File: config.mk
export PLATFORM = sky130hd
export DESIGN_NAME = ray_scan_scheduler
export DESIGN_NICKNAME = d
export VERILOG_FILES = /design/src/rtl/ray_scan_scheduler.sv
export SDC_FILE = /design/constraint.sdc
export NUM_CORES = 1
export LEC_CHECK = 0
export BUFFER_PORTS_ARGS = -buffer_cell sky130_fd_sc_hd__buf_2
export CORE_AREA = 5 5 236 238
export DETAILED_ROUTE_END_ITERATION = 8
export DIE_AREA = 0 0 241 243
export GPL_TIMING_DRIVEN = 0
export SKIP_CTS_REPAIR_TIMING = 1
export SLEW_MARGIN = 20
export SYNTH_ARGS = -nofsm -noshare
export SYNTH_HDL_FRONTEND = slang
export SYNTH_SLANG_ARGS = --single-unit
File: constraint.sdc
create_clock -name out_stream_aclk -period 2.65 [get_ports out_stream_aclk]
set_input_delay 0.53 -clock out_stream_aclk [delete_from_list [all_inputs] [get_ports out_stream_aclk]]
set_output_delay 0.53 -clock out_stream_aclk [all_outputs]
set_load 0.05 [all_outputs]
File: src/rtl/ray_scan_scheduler.sv
// ray_scan_scheduler
//   Frame sequencer for the ray-marching datapath. Walks the screen in raster
//   order, issuing one fixed-point (x, y) coordinate per accepted handshake,
//   limits outstanding pixels with a credit counter and freezes the
//   configuration words at every frame start.
//
// Ports
//   out_stream_aclk  sole clock
//   periph_reset     synchronous active-high reset
//   enable           run frames back to back while high (sampled in IDLE/DONE)
//   cfg_in           live configuration words, word 0 in [31:0]
//   cfg_snapshot     configuration frozen for the current frame
//   issue_valid/issue_ready/issue_x/issue_y/issue_sof/issue_eol
//                    coordinate handshake into the ray unit
//   retire           one pixel consumed downstream, returns a credit
//   inflight         outstanding pixel count
//   busy             sequencer not idle
//   frame_done       one-cycle pulse per completed frame
//   frame_count      completed frames, wraps
//   err_underflow    sticky: retire seen with nothing in flight
module ray_scan_scheduler #(
    parameter int unsigned H_RES        = 640,
    parameter int unsigned V_RES        = 480,
    parameter logic [31:0] COORD_STEP   = 32'h0020_0000,
    parameter int unsigned MAX_INFLIGHT = 16,
    parameter int unsigned CFG_WORDS    = 8,
    localparam int unsigned InflightW   = $clog2(MAX_INFLIGHT + 1)
) (
    input  logic                      out_stream_aclk,
    input  logic                      periph_reset,
    input  logic                      enable,
    input  logic [32*CFG_WORDS-1:0]   cfg_in,
    output logic [32*CFG_WORDS-1:0]   cfg_snapshot,
    output logic                      issue_valid,
    input  logic                      issue_ready,
    output logic [31:0]               issue_x,
    output logic [31:0]               issue_y,
    output logic                      issue_sof,
    output logic                      issue_eol,
    input  logic                      retire,
    output logic [InflightW-1:0]      inflight,
    output logic                      busy,
    output logic                      frame_done,
    output logic [15:0]               frame_count,
    output logic                      err_underflow
);

    localparam int unsigned ColW = (H_RES > 1) ? $clog2(H_RES) : 1;
    localparam int unsigned RowW = (V_RES > 1) ? $clog2(V_RES) : 1;
    localparam logic [ColW-1:0]      ColLast   = ColW'(H_RES - 1);
    localparam logic [RowW-1:0]      RowLast   = RowW'(V_RES - 1);
    localparam logic [InflightW-1:0] MaxCredit = InflightW'(MAX_INFLIGHT);

    typedef enum logic [2:0] {StIdle, StLoad, StIssue, StDrain, StDone} state_e;

    state_e                    state_q, state_d;
    logic [ColW-1:0]           col_q, col_d;
    logic [RowW-1:0]           row_q, row_d;
    logic [31:0]               x_q, x_d;
    logic [31:0]               y_q, y_d;
    logic [InflightW-1:0]      inflight_q, inflight_d;
    logic [32*CFG_WORDS-1:0]   cfg_q, cfg_d;
    logic [15:0]               count_q, count_d;
    logic                      err_q, err_d;

    logic fire;
    logic col_last;
    logic row_last;
    logic retire_ok;

    // Handshake and flag decode, all combinational from registered state.
    always_comb begin
        issue_valid = (state_q == StIssue) && (inflight_q < MaxCredit);
        fire        = issue_valid && issue_ready;
        col_last    = (col_q == ColLast);
        row_last    = (row_q == RowLast);
        // A retire with nothing outstanding is dropped, only flagged.
        retire_ok   = retire && (inflight_q != '0);
        issue_sof   = (state_q == StIssue) && (col_q == '0) && (row_q == '0);
        issue_eol   = (state_q == StIssue) && col_last;
        busy        = (state_q != StIdle);
        frame_done  = (state_q == StDone);
    end

    // Sequencer next state and raster walk.
    always_comb begin
        state_d = state_q;
        col_d   = col_q;
        row_d   = row_q;
        x_d     = x_q;
        y_d     = y_q;
        cfg_d   = cfg_q;
        count_d = count_q;
        unique case (state_q)
            StIdle: begin
                if (enable) state_d = StLoad;
            end
            StLoad: begin
                cfg_d   = cfg_in;
                col_d   = '0;
                row_d   = '0;
                x_d     = '0;
                y_d     = '0;
                state_d = StIssue;
            end
            StIssue: begin
                if (fire) begin
                    if (!col_last) begin
                        col_d = col_q + 1'b1;
                        x_d   = x_q + COORD_STEP;
                    end else begin
                        col_d = '0;
                        x_d   = '0;
                        if (row_last) begin
                            row_d   = '0;
                            y_d     = '0;
                            state_d = StDrain;
                        end else begin
                            row_d = row_q + 1'b1;
                            y_d   = y_q + COORD_STEP;
                        end
                    end
                end
            end
            StDrain: begin
                if ((inflight_q == '0) && !retire) state_d = StDone;
            end
            StDone: begin
                count_d = count_q + 16'd1;
                state_d = enable ? StLoad : StIdle;
            end
            default: state_d = StIdle;
        endcase
    end

    // Credit counter: a simultaneous fire and retire cancel out.
    always_comb begin
        inflight_d = inflight_q;
        if (fire && !retire_ok) begin
            inflight_d = inflight_q + 1'b1;
        end else if (!fire && retire_ok) begin
            inflight_d = inflight_q - 1'b1;
        end
        err_d = err_q | (retire && (inflight_q == '0));
    end

    always_ff @(posedge out_stream_aclk) begin
        if (periph_reset) begin
            state_q    <= StIdle;
            col_q      <= '0;
            row_q      <= '0;
            x_q        <= '0;
            y_q        <= '0;
            inflight_q <= '0;
            cfg_q      <= '0;
            count_q    <= '0;
            err_q      <= 1'b0;
        end else begin
            state_q    <= state_d;
            col_q      <= col_d;
            row_q      <= row_d;
            x_q        <= x_d;
            y_q        <= y_d;
            inflight_q <= inflight_d;
            cfg_q      <= cfg_d;
            count_q    <= count_d;
            err_q      <= err_d;
        end
    end

    assign cfg_snapshot  = cfg_q;
    assign issue_x       = x_q;
    assign issue_y       = y_q;
    assign inflight      = inflight_q;
    assign frame_count   = count_q;
    assign err_underflow = err_q;

endmodule

# Yosys cells after proc, flatten, opt, wreduce, memory -nomap -nowiden
# Cells that the tools add are included.
# classes
n_bitwise	1
reduce_logical	24
n_eq_ne	11
add_sub_neg	7
n_lt_le_gt_ge	1
n_mux	23
# ops
cell	count
$mux 32	5
$pmux 32 s2	2
$add 32x22->32 const B	2
$mux 9	3
$mux 10	2
$pmux 10 s2	1
$pmux 9 s2	1
$add 16x1->16 const B	1
$mux 3	5
$pmux 3 s5	1
$add 10x1->10 const B	1
$eq 10x10->1 const B	1
$logic_and 1x1->1	10
$logic_not 10->1	1
$mux 5	2
$ne 2x2->1 const B	5
$add 9x1->9 const B	1
$eq 9x9->1 const B	1
$logic_not 9->1	1
$eq 3x2->1 const B	2
$add 5x1->5 const B	1
$logic_not 5->1	1
$lt 5x5->1 const B	1
$reduce_and 5->1	1
12 further kinds	15
# word_totals
input_bits	261
register_bits	364
wordCells	76
out_inout_bits	347

# Longest topological paths before layout
# depth
word_depth	7
depth_mapped	13
mapped_depth_nobuf	11

# Worst setup path after synthesis
# No wires, ideal clock.
# synth_path
path_kind	reg-to-output
start	reg state_q[2]
end	out issue_sof
path_stages_with_launch	6
setup_slack_ns	-0.433
arrival_ns	2.553
required_ns	2.120
n_path_buf	2
path_cell_list	dfxtp_1 > clkbuf_2 > nand2b_1 > or2_2 > clkbuf_1 > nor4_1
# synth_via
elab_chain_len	3
# synth_rtl
item	line_no	rtl
start: declaration	56	state_e state_q, state_d;
start signal: assignment	149	state_q <= StIdle;
start signal: assignment	159	state_q <= state_d;
$eq 3x2->1	79	issue_sof = (state_q == StIssue) && (col_q == '0) && (row_q == '0);
$logic_and 1x1->1 (2 in a row)	79	
end: declaration	38	output logic issue_sof,
# No other way between the ends.

# Worst setup path in the final report
# layout_path
start	reg state_q[2]
end	reg inflight_q[4] (netlist: inflight[4])
# layout_via
elab_chain_len	6
elab_cells_between_ends	8
cone_classes	eq/ne (1); mux (1); reduce/logical (6)
# layout_rtl
item	line_no	rtl
$eq 3x2->1 (*)	73	issue_valid = (state_q == StIssue) && (inflight_q < MaxCredit);
$logic_and 1x1->1 (*)	73	
$logic_and 1x1->1 (*)	74	fire = issue_valid && issue_ready;
$logic_not 1->1	141	end else if (!fire && retire_ok) begin
$logic_and 1x1->1	141	
$reduce_bool 2->1 (no source line)	--	
end signal: assignment	164	inflight_q <= inflight_d;
end: declaration	61	logic [InflightW-1:0] inflight_q, inflight_d;
# Mark *: on every way between the ends. The rest lies on a longest branch, timed or not.
# A chain may end at the register's enable or synchronous reset.

==> impl_metrics.xml <==
<?xml version="1.0" encoding="UTF-8"?>
<metrics>
  <group name="drt">
    <metric name="detailedRoute.firstIterationViolations" unit="">474</metric>
    <metric name="firstDrtPassIters" unit="">4</metric>
    <metric name="drc_errors" unit="">0</metric>
    <metric name="route.layer.met1.wl" unit="mm">19.0</metric>
    <metric name="vias_per_cell" unit="">4.24</metric>
    <metric name="top_layer_used" unit="">met5</metric>
    <metric name="route.detailed.wl_per_inst" unit="microns">16.4</metric>
    <metric name="met2_wirelength" unit="mm">23.5</metric>
    <metric name="routed-wl-met3" unit="mm">4.40</metric>
    <metric name="wl" unit="mm">48.1</metric>
    <metric name="post_route_ant_nets" unit="">0</metric>
    <metric name="via_count" unit="">12400</metric>
  </group>
  <group name="final_layout">
    <metric name="seqCellArea" unit="sq um">6450</metric>
    <metric name="syn_to_final_growth" unit="%">42.7</metric>
    <metric name="layout_cells_sized_above_1" unit="%">31.6</metric>
    <metric name="layout.cells.non_filler" unit="">2931</metric>
    <metric name="nets" unit="">2480</metric>
    <metric name="multi_input_comb_area" unit="sq um">5340</metric>
    <metric name="fill_cells" unit="">5822</metric>
    <metric name="finalInstanceArea" unit="sq um">17500</metric>
  </group>
  <group name="synthesis">
    <metric name="synth.ff_latch_count" unit="">322</metric>
    <metric name="synth_edf_count" unit="">0</metric>
    <metric name="async_flop_share" unit="%">0</metric>
    <metric name="syn_inst" unit="">1554</metric>
    <metric name="yosys_most_used_dff" unit="">sky130_fd_sc_hd__dfxtp_1</metric>
    <metric name="register_area_share_after_synthesis" unit="%">52.5</metric>
    <metric name="yosysUniqueCellTypes" unit="">46</metric>
    <metric name="synth.avg_cell_area" unit="sq um">7.90</metric>
    <metric name="yosysWarnings" unit="">0</metric>
    <metric name="synth.cell_area" unit="sq um">12300</metric>
  </group>
  <group name="floorplan">
    <metric name="die_h" unit="microns">243</metric>
    <metric name="number_of_top_level_design_ports" unit="">608</metric>
    <metric name="die-width" unit="microns">241</metric>
    <metric name="start_util" unit="%">23.0</metric>
    <metric name="placeableCoreArea" unit="sq um">53400</metric>
    <metric name="floorplan.die_area" unit="sq um">58600</metric>
    <metric name="rows" unit="">85</metric>
  </group>
  <group name="clock_tree">
    <metric name="cts_buffers" unit="">37</metric>
    <metric name="worst_setup_hold_path_clk_slew" unit="ns">0.06</metric>
    <metric name="ctsRootBufferMaster" unit="">sky130_fd_sc_hd__clkbuf_16</metric>
    <metric name="tritoncts" unit="">done</metric>
    <metric name="clock_latency" unit="ns">0.53</metric>
    <metric name="cts-htree-levels" unit="">2</metric>
    <metric name="cts.sinks" unit="">322</metric>
    <metric name="ctsLongestPathBuffers" unit="">3</metric>
  </group>
  <group name="placed_design">
    <metric name="detailed_place_hpwl" unit="mm">37.9</metric>
    <metric name="post_dp_cell_area" unit="sq um">16200</metric>
    <metric name="gp_congestion" unit="">0.867</metric>
    <metric name="port_buffers" unit="">564</metric>
    <metric name="place_inst" unit="">2855</metric>
  </group>
  <group name="setup_path">
    <metric name="critPathLaunchType" unit="">flip-flop</metric>
    <metric name="rr_worst_depth" unit="">12</metric>
    <metric name="worst_setup_path_end_kind" unit="">flip-flop</metric>
    <metric name="worst-path-max-fanout" unit="">4</metric>
    <metric name="critical_path_required_time" unit="ns">3.07</metric>
    <metric name="crit_type" unit="">reg2reg</metric>
    <metric name="arrival" unit="ns">3.13</metric>
  </group>
  <group name="timing">
    <metric name="final_hold_viol_count" unit="">0</metric>
    <metric name="maxSlewHeadroom" unit="%">39.0</metric>
    <metric name="finClkSkew" unit="ns">0.0171</metric>
    <metric name="worst-slew-pin-transition" unit="ns">0.914</metric>
    <metric name="final.setup.worst_slack" unit="ns">-0.0513</metric>
    <metric name="setup_total_negative_slack" unit="ns">-0.0513</metric>
    <metric name="post-route-period-util" unit="%">102</metric>
    <metric name="holdWs" unit="ns">0.226</metric>
    <metric name="setup_viol" unit="">1</metric>
    <metric name="final_period_minus_worst_setup_slack" unit="ns">2.70</metric>
    <metric name="maxClockFrequency" unit="MHz">370</metric>
    <metric name="grt_setup_unrepaired" unit="">yes</metric>
    <metric name="final_max_slew_viol_count" unit="">0</metric>
  </group>
  <group name="min_path">
    <metric name="worst_hold_path_type" unit="">in2reg</metric>
    <metric name="hold_depth" unit="">3</metric>
  </group>
  <group name="power">
    <metric name="power.density" unit="nW/um^2">785</metric>
    <metric name="worst_ir_drop_vdd" unit="mV">0.509</metric>
    <metric name="power.static_leakage" unit="nW">7.88</metric>
  </group>
  <group name="status">
    <metric name="status" unit="">finished with violations</metric>
    <metric name="failed_checks" unit="">setup timing</metric>
  </group>
  <group name="grt">
    <metric name="initial_antenna_violation_count" unit="">5</metric>
    <metric name="grt_pass1_vias" unit="">11800</metric>
    <metric name="globalRouteTotalUtil" unit="%">15.2</metric>
    <metric name="grt_first_pass_wirelength" unit="mm">70.0</metric>
    <metric name="gr-total-overflow" unit="">0</metric>
    <metric name="grt_max_degree" unit="">13</metric>
  </group>
  <group name="flow_run">
    <metric name="cap_violations" unit="">0</metric>
  </group>
</metrics>
==> per-layer routing <==
layer | track usage (%) | up-vias
met1 | 17.2 | 5613
met3 | 5.56 | 69
li1 | - | 6312
met5 | 0 | -
met4 | 4.36 | 2
met2 | 26.7 | 433
==> layout make-up <==
cell class / count / area share, %
Antenna cell: 5 / 0.0714
Buffer: 145 / 4.16
Clock buffer: 56 / 6.20
Clock inverter: 7 / 0.386
Inverter: 13 / 0.293
Multi-Input combinational cell: 1113 / 30.4
Sequential cell: 322 / 36.8
Tap cell: 696 / 4.97
Timing Repair Buffer: 574 / 16.7
==> final timing paths <==
kind / endpoint / startpoint / slack, ns
hold / removal: cfg_snapshot[243]$_SDFFE_PP0P_ / cfg_in[243] / 0.23
setup reg to reg: inflight[4]$_SDFFE_PP0P_ / state_q[2]$_SDFFE_PP0P_ / -0.05
setup / recovery: inflight[4]$_SDFFE_PP0P_ / state_q[2]$_SDFFE_PP0P_ / -0.05
hold reg to reg: cfg_snapshot[14]$_SDFFE_PP0P_ / cfg_snapshot[14]$_SDFFE_PP0P_ / 0.45
==> power breakdown <==
part / total (W) / switching, W / internal, W
sequential: 0.00538 / 0.000198 / 0.00519
clock: 0.00495 / 0.00203 / 0.00292
combinational: 0.00342 / 0.00254 / 0.000884
total: 0.0138 / 0.00476 / 0.00899
==> placed cells by master, fill, tap and decap left out, types with 3 or more instances in the layout <==
cell / n
sky130_fd_sc_hd__buf_2: 564
sky130_fd_sc_hd__nand2_1: 531
sky130_fd_sc_hd__dfxtp_1: 321
sky130_fd_sc_hd__a21oi_1: 282
sky130_fd_sc_hd__clkbuf_1: 99
sky130_fd_sc_hd__nor2_1: 61
sky130_fd_sc_hd__buf_4: 52
sky130_fd_sc_hd__conb_1: 42
sky130_fd_sc_hd__clkbuf_16: 37
sky130_fd_sc_hd__nand3_1: 24
sky130_fd_sc_hd__xor2_1: 24
sky130_fd_sc_hd__o21ai_0: 20
sky130_fd_sc_hd__nand4_1: 15
sky130_fd_sc_hd__inv_1: 12
sky130_fd_sc_hd__xnor2_1: 11
sky130_fd_sc_hd__and3_1: 11
sky130_fd_sc_hd__ha_1: 10
sky130_fd_sc_hd__clkbuf_8: 9
sky130_fd_sc_hd__a31oi_1: 8
sky130_fd_sc_hd__nand3b_1: 7
sky130_fd_sc_hd__nor3_1: 6
sky130_fd_sc_hd__or3_1: 6
sky130_fd_sc_hd__diode_2: 5
sky130_fd_sc_hd__nor4_1: 5
sky130_fd_sc_hd__clkbuf_2: 5
sky130_fd_sc_hd__buf_1: 4
sky130_fd_sc_hd__mux2i_1: 4
sky130_fd_sc_hd__or3_2: 4
sky130_fd_sc_hd__clkinv_2: 4
sky130_fd_sc_hd__and2_1: 3
sky130_fd_sc_hd__nand2b_1: 3
sky130_fd_sc_hd__and4_1: 3
sky130_fd_sc_hd__nor2b_1: 3
==> synth_stat cells (3+ instances only) <==
master / n / area (sq um)
sky130_fd_sc_hd__a21oi_1: 283 / 1420
sky130_fd_sc_hd__xor2_1: 24 / 210
sky130_fd_sc_hd__dfxtp_1: 322 / 6450
sky130_fd_sc_hd__and2_1: 3 / 18.8
sky130_fd_sc_hd__or3_1: 6 / 37.5
sky130_fd_sc_hd__or3_2: 4 / 30.0
sky130_fd_sc_hd__nor3_1: 7 / 35.0
sky130_fd_sc_hd__clkbuf_1: 96 / 360
sky130_fd_sc_hd__buf_1: 4 / 15.0
sky130_fd_sc_hd__nand2_1: 531 / 1990
sky130_fd_sc_hd__ha_1: 12 / 150
sky130_fd_sc_hd__xnor2_1: 11 / 96.3
sky130_fd_sc_hd__nor4_1: 7 / 43.8
sky130_fd_sc_hd__and3_1: 11 / 68.8
sky130_fd_sc_hd__nor2b_1: 4 / 25.0
sky130_fd_sc_hd__nand4_1: 15 / 93.8
sky130_fd_sc_hd__nand3b_1: 7 / 52.6
sky130_fd_sc_hd__nor2_1: 63 / 236
sky130_fd_sc_hd__inv_1: 13 / 48.8
sky130_fd_sc_hd__buf_2: 3 / 15.0
sky130_fd_sc_hd__buf_4: 43 / 323
sky130_fd_sc_hd__nand3_1: 24 / 120
sky130_fd_sc_hd__o21ai_0: 20 / 100
sky130_fd_sc_hd__nand2b_1: 4 / 25.0
sky130_fd_sc_hd__and4_1: 3 / 26.3
sky130_fd_sc_hd__mux2i_1: 4 / 40.0
sky130_fd_sc_hd__a31oi_1: 8 / 50.1
==> per-stage QoR <==
stage,worst slack [ns],power [W],utilization [%]
finish,-0.0513,0.0138,32.8
detailed placement,-0.453,0.00885,30.3
global route,-0.123,0.0144,32.8
global placement,-0.561,0.00883,30.3
CTS,-0.498,0.0139,32.5
floorplan,0.0239,0.00783,-
==> worst max-delay path, cell delays in order (launching register included) <==
cell	delay, ns
sky130_fd_sc_hd__dfxtp_2	0.32
sky130_fd_sc_hd__buf_8	0.11
sky130_fd_sc_hd__nand2b_4	0.14
sky130_fd_sc_hd__or2_4	0.28
sky130_fd_sc_hd__nor2_4	0.12
sky130_fd_sc_hd__ha_4	0.17
sky130_fd_sc_hd__inv_4	0.05
sky130_fd_sc_hd__ha_4	0.23
sky130_fd_sc_hd__nor2b_4	0.12
sky130_fd_sc_hd__o21a_1	0.19
sky130_fd_sc_hd__or3_1	0.38
sky130_fd_sc_hd__a21oi_2	0.17
sky130_fd_sc_hd__mux2_4	0.30
==> sequential cells by signal, indices dropped and copies added, names as in the netlist <==
name / count
cfg_snapshot: 256
frame_count: 16
issue_x: 11
issue_y: 11
col_q: 10
row_q: 9
inflight: 5
state_q: 3
err_underflow: 1
==> cells by family (layout without fill, tap and decap cells) <==
| group | count (synthesis) | in the layout | share of synthesized area (%) |
|---|---|---|---|
| XOR/XNOR | 35 | 35 | 2.50 |
| adder cells (fa/ha/maj) | 13 | 13 | 1.39 |
| AO/OA/AOI/OAI | 317 | 317 | 13.2 |
| other | 1 | 47 | 0.0305 |
| buffers and inverters | 160 | 795 | 6.24 |
| multiplexers | 5 | 5 | 0.418 |
| flip-flops | 322 | 322 | 52.5 |
| AND/OR/NAND/NOR | 701 | 701 | 23.8 |
(Power assumes the default switching activity.)
